$ cat config.mk
export PLATFORM = sky130hd
export DESIGN_NAME = lsu_bus_if
export DESIGN_NICKNAME = d
export VERILOG_FILES = /design/src/rtl/lsu_bus_if.sv
export SDC_FILE = /design/constraint.sdc
export NUM_CORES = 1
export LEC_CHECK = 0
export ABC_AREA = 1
export BUFFER_PORTS_ARGS = -buffer_cell sky130_fd_sc_hd__buf_2
export CAP_MARGIN = 25
export CORE_ASPECT_RATIO = 0.7
export CORE_MARGIN = 2
export CORE_UTILIZATION = 33
export CTS_CLUSTER_DIAMETER = 50
export DETAILED_ROUTE_END_ITERATION = 8
export GPL_TIMING_DRIVEN = 0
export PLACE_DENSITY_LB_ADDON = 0.12
export SLEW_MARGIN = 20
export SYNTH_ARGS = -nofsm -noshare
export SYNTH_HDL_FRONTEND = slang
export SYNTH_SLANG_ARGS = --single-unit
$ cat constraint.sdc
create_clock -name i_clk -period 2.76 [get_ports i_clk]
set_clock_uncertainty 0.1 [all_clocks]
set_input_delay 0.414 -clock i_clk [delete_from_list [all_inputs] [get_ports i_clk]]
set_output_delay 0.414 -clock i_clk [all_outputs]
set_load 0.005 [all_outputs]
$ cat src/rtl/lsu_bus_if.sv
// Load/store unit: turns one core memory request into a 64-bit aligned valid/ready bus transaction.
// Latency: 3 cycles request-to-response on a zero-wait bus; 1 cycle for misaligned/illegal requests.
// Backpressure: req_ready is low from acceptance until DONE; bus fields hold until bus_req_ready.
module lsu_bus_if #(
  parameter int XLEN    = 64,
  parameter int TIMEOUT = 256,
  parameter int CNT_W   = 9
) (
  input  logic            i_clk,
  input  logic            i_rst_n,
  input  logic            i_req_valid,
  output logic            o_req_ready,
  input  logic            i_req_wr,
  input  logic [2:0]      i_req_op,
  input  logic [XLEN-1:0] i_req_addr,
  input  logic [XLEN-1:0] i_req_wdata,
  output logic            o_rsp_valid,
  output logic [XLEN-1:0] o_rsp_rdata,
  output logic            o_rsp_err,
  output logic            o_bus_req_valid,
  input  logic            i_bus_req_ready,
  output logic [XLEN-1:0] o_bus_addr,
  output logic            o_bus_we,
  output logic [XLEN-1:0] o_bus_wdata,
  output logic [7:0]      o_bus_wstrb,
  input  logic            i_bus_rsp_valid,
  input  logic [XLEN-1:0] i_bus_rdata
);

  typedef enum logic [1:0] {S_IDLE, S_REQ, S_WAIT, S_DONE} state_t;

  state_t           r_state;
  logic [CNT_W-1:0] r_cnt;
  logic             r_wr;
  logic [2:0]       r_op;
  logic [2:0]       r_lane;

  logic [2:0]       w_lane;
  logic             w_illegal;
  logic             w_misalign;
  logic [7:0]       w_base;
  logic [XLEN-1:0]  w_shifted;
  logic [XLEN-1:0]  w_ext;
  logic             w_tmo;

  // Decode the incoming request: access size, strobe pattern, alignment and legality.
  always_comb begin
    w_lane     = i_req_addr[2:0];
    w_illegal  = (i_req_op == 3'b111) || (i_req_wr && i_req_op[2]);
    w_base     = 8'hFF;
    w_misalign = 1'b0;
    case (i_req_op[1:0])
      2'b00:   begin w_base = 8'h01; w_misalign = 1'b0;               end
      2'b01:   begin w_base = 8'h03; w_misalign = i_req_addr[0];      end
      2'b10:   begin w_base = 8'h0F; w_misalign = |i_req_addr[1:0];  end
      default: begin w_base = 8'hFF; w_misalign = |i_req_addr[2:0];  end
    endcase
  end

  // Pull the addressed lane down to bit 0 and extend it per the captured op; flag the last allowed cycle.
  always_comb begin
    w_shifted = i_bus_rdata >> {r_lane, 3'b000};
    w_ext     = w_shifted;
    case (r_op)
      3'b000:  w_ext = {{(XLEN-8){w_shifted[7]}},   w_shifted[7:0]};
      3'b001:  w_ext = {{(XLEN-16){w_shifted[15]}}, w_shifted[15:0]};
      3'b010:  w_ext = {{(XLEN-32){w_shifted[31]}}, w_shifted[31:0]};
      3'b100:  w_ext = {{(XLEN-8){1'b0}},  w_shifted[7:0]};
      3'b101:  w_ext = {{(XLEN-16){1'b0}}, w_shifted[15:0]};
      3'b110:  w_ext = {{(XLEN-32){1'b0}}, w_shifted[31:0]};
      default: w_ext = w_shifted;
    endcase
    w_tmo = (r_cnt == CNT_W'(TIMEOUT - 1));
  end

  // Transaction FSM with all outputs registered; a response beats a timeout in the same cycle.
  always_ff @(posedge i_clk) begin
    if (!i_rst_n) begin
      r_state         <= S_IDLE;
      r_cnt           <= '0;
      r_wr            <= 1'b0;
      r_op            <= 3'b000;
      r_lane          <= 3'b000;
      o_req_ready     <= 1'b1;
      o_rsp_valid     <= 1'b0;
      o_rsp_rdata     <= '0;
      o_rsp_err       <= 1'b0;
      o_bus_req_valid <= 1'b0;
      o_bus_addr      <= '0;
      o_bus_we        <= 1'b0;
      o_bus_wdata     <= '0;
      o_bus_wstrb     <= 8'h00;
    end else begin
      o_rsp_valid <= 1'b0;
      case (r_state)
        S_IDLE: begin
          if (i_req_valid) begin
            r_wr        <= i_req_wr;
            r_op        <= i_req_op;
            r_lane      <= w_lane;
            o_req_ready <= 1'b0;
            if (w_illegal || w_misalign) begin
              r_state     <= S_DONE;
              o_rsp_valid <= 1'b1;
              o_rsp_err   <= 1'b1;
              o_rsp_rdata <= '0;
            end else begin
              r_state         <= S_REQ;
              r_cnt           <= '0;
              o_bus_req_valid <= 1'b1;
              o_bus_addr      <= {i_req_addr[XLEN-1:3], 3'b000};
              o_bus_we        <= i_req_wr;
              o_bus_wdata     <= i_req_wr ? (i_req_wdata << {w_lane, 3'b000}) : '0;
              o_bus_wstrb     <= i_req_wr ? (w_base << w_lane) : 8'h00;
            end
          end
        end
        S_REQ: begin
          r_cnt <= r_cnt + CNT_W'(1);
          if (i_bus_req_ready && i_bus_rsp_valid) begin
            r_state         <= S_DONE;
            o_bus_req_valid <= 1'b0;
            o_rsp_valid     <= 1'b1;
            o_rsp_err       <= 1'b0;
            o_rsp_rdata     <= r_wr ? '0 : w_ext;
          end else if (w_tmo) begin
            r_state         <= S_DONE;
            o_bus_req_valid <= 1'b0;
            o_rsp_valid     <= 1'b1;
            o_rsp_err       <= 1'b1;
            o_rsp_rdata     <= '0;
          end else if (i_bus_req_ready) begin
            r_state         <= S_WAIT;
            o_bus_req_valid <= 1'b0;
          end
        end
        S_WAIT: begin
          r_cnt <= r_cnt + CNT_W'(1);
          if (i_bus_rsp_valid) begin
            r_state     <= S_DONE;
            o_rsp_valid <= 1'b1;
            o_rsp_err   <= 1'b0;
            o_rsp_rdata <= r_wr ? '0 : w_ext;
          end else if (w_tmo) begin
            r_state     <= S_DONE;
            o_rsp_valid <= 1'b1;
            o_rsp_err   <= 1'b1;
            o_rsp_rdata <= '0;
          end
        end
        S_DONE: begin
          r_state     <= S_IDLE;
          o_req_ready <= 1'b1;
        end
        default: begin
          r_state     <= S_IDLE;
          o_req_ready <= 1'b1;
        end
      endcase
    end
  end

endmodule

==> run metrics, run 1 <==
# Max-Cap Violations=0; initial core utilization=0.336; initial DRC count=1423; Seq cells post-synth=220; vias in the first global route=13684; layer with the highest usage=met1; layout cell share with drive strength beyond 1=0.237; element type at the critical path end=flip-flop; Clock Sinks=220; Placer Congestion=0.973; Worst Path Max Fanout=10; Final min period=2.55 ns; DR WL/cell=19.6 um; worst slew pin tran=0.941 ns; critical path class=flip-flop to flip-flop; top_reg_cell synth=dfxtp_1; M3 GR Usage=0.0636; synth warn=0; cell leakage power=8.16 nW; placed cells=2840; share of flip-flops with an asynchronous set or reset=0; RSZ-0062 raised after global routing=false; CTS buffer count=28; I/O Pins=406; CTS tree=done; Post-synth EDFFs=0; GR Util met1=0.425; Final Util=0.450; HP Class=primary input to flip-flop; grt ovf=0; final wirelength=57800 um; clk slew on worst S/H paths=0.06 ns; syn avg cell area=6.42 sq um; CTS H-Tree Depth=1; Worst VDD drop=0.441 mV; Std-Cell Rows=59; first-pass GRT wire length=85000 um; root buffer cell=clkbuf_16; DR vias=15082; GRT Resource Usage Total=0.279; Die Y=167 um; DP HPWL=45600 um; post-synth top area share=0.352; Layout Nets=2650; status=completed; Clock Latency Late Sink=0.57 ns; post-synthesis instance total=1951; Final Max Slew Viols=0; Data required, critical path=3.15 ns; Post-DRT Antenna Nets=0; die area=39600 sq um; CP Launch Type=flip-flop; Worst EP arrival=2.94 ns; slew margin rel.=0.366; Netlist cell types=46; met2 GRT Util=0.396; commonest cells in the netlist=nand2_1 (689), dfxtp_1 (220), a21oi_1 (219); Hold Fails Final Rpt=0; Mapped Area=12500 sq um; CTS max path bufs=3; area leader, netlist=dfxtp_1; max frequency=391 MHz; count leader, synth=nand2_1; # DRC=0; Final Cycle Share=0.926; Seq/Total Area, Yosys=0.352; vias per cell=5.11; die width=237 um; largest net degree at the start of global routing=18; PortBufs=399; Initial DRT Pass Iterations=5; initial antenna violation count=5; Synth area leaders=dfxtp_1 (35%), nand2_1 (21%), a21oi_1 (8.8%); Syn-to-layout area delta=33.8%; final setup fails=0; Pwr Density=773 nW/um^2; core area=37300 sq um; fin cells=2953
cell families after synthesis:
logic type / count (synthesis) / share of synthesized area
AO/OA/AOI/OAI: 448 / 0.196
XOR/XNOR: 3 / 0.00210
adder cells (fa/ha/maj): 6 / 0.00599
multiplexers: 22 / 0.0176
other: 1 / 0.000299
flip-flops: 220 / 0.352
AND/OR/NAND/NOR: 969 / 0.327
buffers and inverters: 282 / 0.0997
power breakdown:
group	switching, mW	internal [mW]	leakage, nW
logic	3.85	1.59	5.91
registers	0.164	3.42	1.78
clock network	1.55	2.38	0.476
total	5.57	7.39	8.16
area by class of cell:
class / count / area (sq um)
Fill cell: 4039 / 20500
Inverter: 134 / 507
Sequential cell: 220 / 4400
Clock buffer: 34 / 733
Tap cell: 488 / 611
Buffer: 147 / 742
Antenna cell: 2 / 5.00
Multi-Input combinational cell: 1451 / 6890
Clock inverter: 16 / 253
Timing Repair Buffer: 461 / 2620
cells in the final DEF, fill, tap and decap left out, drive strengths merged:
cell	instances
ha	6
clkbuf	96
mux2i	22
o211ai	30
a211oi	2
or2	3
a31oi	21
diode	2
conb	3
and3	1
o22ai	10
bufinv	5
nor3b	1
o221a	1
nand2	698
a22oi	2
xor2	3
clkinv	8
nand3b	1
o21bai	1
nor2	100
a2bb2oi	7
nand4	5
o221ai	8
clkinvlp	2
a21oi	220
buf	484
nor3	8
dfxtp	220
o21ai	145
dlygate4sd3	62
inv	135
o21a	1
nand3	152
layer usage:
layer  vias up  share of wire
li1       7370              -
met1      7014           0.48
met2       632           0.40
met3        62          0.091
met4         4          0.021
met5         -        0.00036
worst paths after layout:
| kind | depth (start not counted) | start | slack, ns | to |
|---|---|---|---|---|
| setup reg to reg | 9 | r_state[0] | 0.21 | o_bus_wdata[60] |
| setup / recovery | 9 | r_state[0] | 0.21 | o_bus_wdata[60] |
| hold / removal | 3 | i_req_wdata[2] | 0.06 | o_bus_wdata[2] |
| hold reg to reg | 2 | o_bus_addr[25] | 0.36 | o_bus_addr[25] |
timing repair:
item,CTS,global route
gates cloned,0,0
buffers inserted,0,0
gates resized for setup,1,5
hold endpoints to repair,62,0
endpoints found under the setup margin,10,35
hold buffers,62,0
flip-flops by register name, indices dropped and copies added, names as in the netlist:
| signal | count |
|---|---|
| r_lane | 3 |
| o_rsp_rdata | 64 |
| o_bus_wstrb | 8 |
| o_req_ready | 1 |
| o_bus_wdata | 64 |
| o_bus_req_valid | 1 |
| r_wr | 1 |
| o_bus_we | 1 |
| r_state | 2 |
| o_rsp_valid | 1 |
| r_op | 3 |
| o_bus_addr | 61 |
| r_cnt | 9 |
| o_rsp_err | 1 |
per-stage QoR:
| step | power [mW] | area, sq um | TNS (ns) | hold slack, ns | worst slack [ns] |
|---|---|---|---|---|---|
| floorplan | 6.96 | 12500 | 0 | 0.342 | 0.563 |
| global placement | 8.82 | 15100 | 0 | 0.348 | 0.0261 |
| detailed placement | 8.84 | 15100 | -0.808 | 0.351 | -0.0935 |
| CTS | 12.9 | 16700 | 0 | 0.0304 | 0.0986 |
| global route | 13.6 | 16800 | 0 | 0.0535 | 0.0468 |
| finish | 13.0 | 16800 | 0 | 0.0614 | 0.205 |
critical path: stages, from the launching register on:
cell and delay (ns):
dfxtp_1 0.42, inv_1 0.09, ha_1 0.31, nand2_1 0.23, clkinv_1 0.17, nand2_1 0.14
buf_2 0.35, buf_2 0.39, nand2_1 0.09, a21oi_1 0.17
Note: power is estimated with default switching activity, not from simulation.
==> inputs of run 2 (changes only) <==
--- a/config.mk
+++ b/config.mk
@@ -14,6 +14,7 @@
 export CTS_CLUSTER_DIAMETER = 50
 export DETAILED_ROUTE_END_ITERATION = 8
 export GPL_TIMING_DRIVEN = 0
+export HOLD_SLACK_MARGIN = 0.12
 export PLACE_DENSITY_LB_ADDON = 0.12
 export SLEW_MARGIN = 20
 export SYNTH_ARGS = -nofsm -noshare
==> run 2 against run 1 <==
Cell area up 0.72%. Count of clock-buffer cells in the layout did not move. Fmax down 0.51%. Total power is essentially flat. First-iteration DRC count down 4.7%. Via count up 0.62%. Register-to-register slack barely moved.
==> run metrics, run 2 (synthesis results as in run 1) <==
Critical R2R Capture=o_bus_wstrb[4]; Final Cycle Share=0.930 (+0.00478); Filler cells=4028 (-0.27%); Hold Fails Final Rpt=0 (unchanged); Worst VDD drop=0.437 mV (-0.88%); element type at the critical path end=flip-flop; most frequent cells in the layout=nand2_1 (689), buf_2 (450), dfxtp_1 (220); initial antenna violation count=5 (unchanged); Clock Latency Late Sink=0.57 ns (about the same); DP HPWL=45600 um (unchanged); core area=37300 sq um (unchanged); # Max-Cap Violations=0 (unchanged); die area=39600 sq um (unchanged); largest net degree at the start of global routing=18 (unchanged); reg-to-reg setup timing slack=0.19 ns (about the same); critical path class=flip-flop to flip-flop; max frequency=389 MHz (-0.51%); Worst Path Max Fanout=10 (unchanged); fin cells=2965 (+0.41%); Worst EP arrival=2.97 ns (+0.03 ns); Largest regs=o_bus_wdata (64), o_rsp_rdata (64), o_bus_addr (61); most common cell after layout, fill and taps aside=nand2_1; vias in the first global route=13767 (+0.61%); area of the multi-input gates=6890 sq um (unchanged); Post-DRT Antenna Nets=0 (unchanged); CTS H-Tree Depth=1 (unchanged); CTS buffer count=28 (unchanged); setup ws final=0.192 ns (-0.0132 ns); slew margin rel.=0.390 (+0.0238); worst path cell trace=inv_1 > ha_1 > nand2_1 > clkinv_1 > nand2_2 > nor2_4 > buf_1 > nand2_1 > a21oi_1; final setup fails=0 (unchanged); CTS max path bufs=3 (unchanged); R2R cell count=9 (unchanged); CP most frequent cell=nand2_1; final wirelength=58000 um (+0.33%); first-pass GRT wire length=85300 um (+0.32%); DR vias=15176 (+0.62%); CTS tree=done; die width=237 um (unchanged); dpl ws=-0.0935 ns (unchanged); status=completed; initial core utilization=0.336 (unchanged); # DRC=0 (unchanged); worst slew pin tran=0.905 ns (-0.0353 ns); Worst R2R Start=r_state[1]; Final Max Slew Viols=0 (unchanged); CP Launch Type=flip-flop; GRT Resource Usage Total=0.280 (+0.000641); Clock Sinks=220 (unchanged); I/O Pins=406 (unchanged); RSZ-0062 raised after global routing=false; DR WL/cell=19.6 um (about the same); grt ovf=0 (unchanged); Std-Cell Rows=59 (unchanged); Die Y=167 um (unchanged); Initial DRT Pass Iterations=6 (+1); Layout Nets=2662 (+0.45%); Setup crit start=r_state[1]; slowest CP cell=buf_1; delay of the slowest cell on the worst path=0.55 ns (+0.13 ns); root buffer cell=clkbuf_16; placed cells=2840 (unchanged); initial DRC count=1356 (-4.7%); Placer Congestion=0.973 (unchanged); Sequential cell area=4400 sq um (unchanged); Critical Path End=o_bus_wstrb[4]; cell leakage power=8.21 nW (+0.61%); clk slew on worst S/H paths=0.06 ns (about the same); Syn-to-layout area delta=34.8%; HP Class=primary input to flip-flop; Pwr Density=768 nW/um^2 (-0.62%); vias per cell=5.12 (+0.22%); Data required, critical path=3.16 ns (about the same); Final min period=2.57 ns (+0.0132 ns); layout cell share with drive strength beyond 1=0.236 (-0.00115); PortBufs=399 (unchanged)
-- run 2: changes by cell type in the layout (fill, tap and decap cells not counted) --
cell           before  now
dlygate4sd3_1      62   74
-- run 2: timing repair --
item | CTS | global route
setup buffers | 0 | 0
gates cloned | 0 | 0
hold buffers | 74 | 0
setup endpoints to repair | 10 | 35
resized for setup | 1 | 5
hold endpoints to repair | 80 | 0
-- run 2: critical path: cells and delay by family (launching register included) --
kind	cells	cell delay [ns]
buffers and inverters	3	0.80
and+or+nand+nor	4	0.76
DFF	1	0.34
adders and majority gates	1	0.34
AOI/OAI and AO/OA	1	0.16
-- run 2: metrics by stage --
stage | area, sq um | power (mW) | TNS (ns) | utilization | hold slack, ns
after CTS | 16900 | 12.9 | 0 | 0.452 | 0.122
after global routing | 16900 | 13.7 | 0 | 0.453 | 0.152
after floorplan | 12500 | 6.96 | 0 | - | 0.342
after global placement | 15100 | 8.82 | 0 | 0.406 | 0.348
final | 16900 | 13.0 | 0 | 0.453 | 0.157
after detailed placement | 15100 | 8.84 | -0.808 | 0.406 | 0.351
-- run 2: area by class of cell --
| cell class | count | area share |
|---|---|---|
| timing repair buffer | 473 | 0.162 |
| tap | 488 | 0.0362 |
| multi-input combinational | 1451 | 0.408 |
| antenna | 2 | 0.000296 |
| sequential | 220 | 0.261 |
| clock inverter | 16 | 0.0150 |
| buffer | 147 | 0.0439 |
| clock buffer | 34 | 0.0434 |
| inverter | 134 | 0.0300 |
-- run 2: power by group --
group	switching (mW)	total (mW)	internal, mW	leakage, nW
Clock	1.55	3.93	2.38	0.476
Sequential	0.164	3.59	3.42	1.78
Combinational	3.86	5.45	1.60	5.96
Total	5.57	13.0	7.40	8.21
-- run 2: per-layer routing --
metal | vias up | global-route usage | routed length, um
met5 | - | 0 | 21
met4 | 4 | 0.0586 | 1230
met3 | 70 | 0.0636 | 5520
met2 | 698 | 0.397 | 23500
met1 | 7017 | 0.426 | 27700
li1 | 7387 | - | -
-- run 2: how the worst min path moves through the flow --
stage	from	to	slack (ns)	depth (start not counted)
after detailed placement	o_rsp_rdata[9]	o_rsp_rdata[9]	0.35	2
after global placement	o_bus_wstrb[5]	o_bus_wstrb[5]	0.35	2
final	i_req_addr[0]	o_bus_wdata[35]	0.16	4
after global routing	i_req_addr[0]	o_bus_wdata[38]	0.15	4
after CTS	i_req_addr[0]	o_bus_wdata[38]	0.12	4
after floorplan	r_wr	r_wr	0.34	2
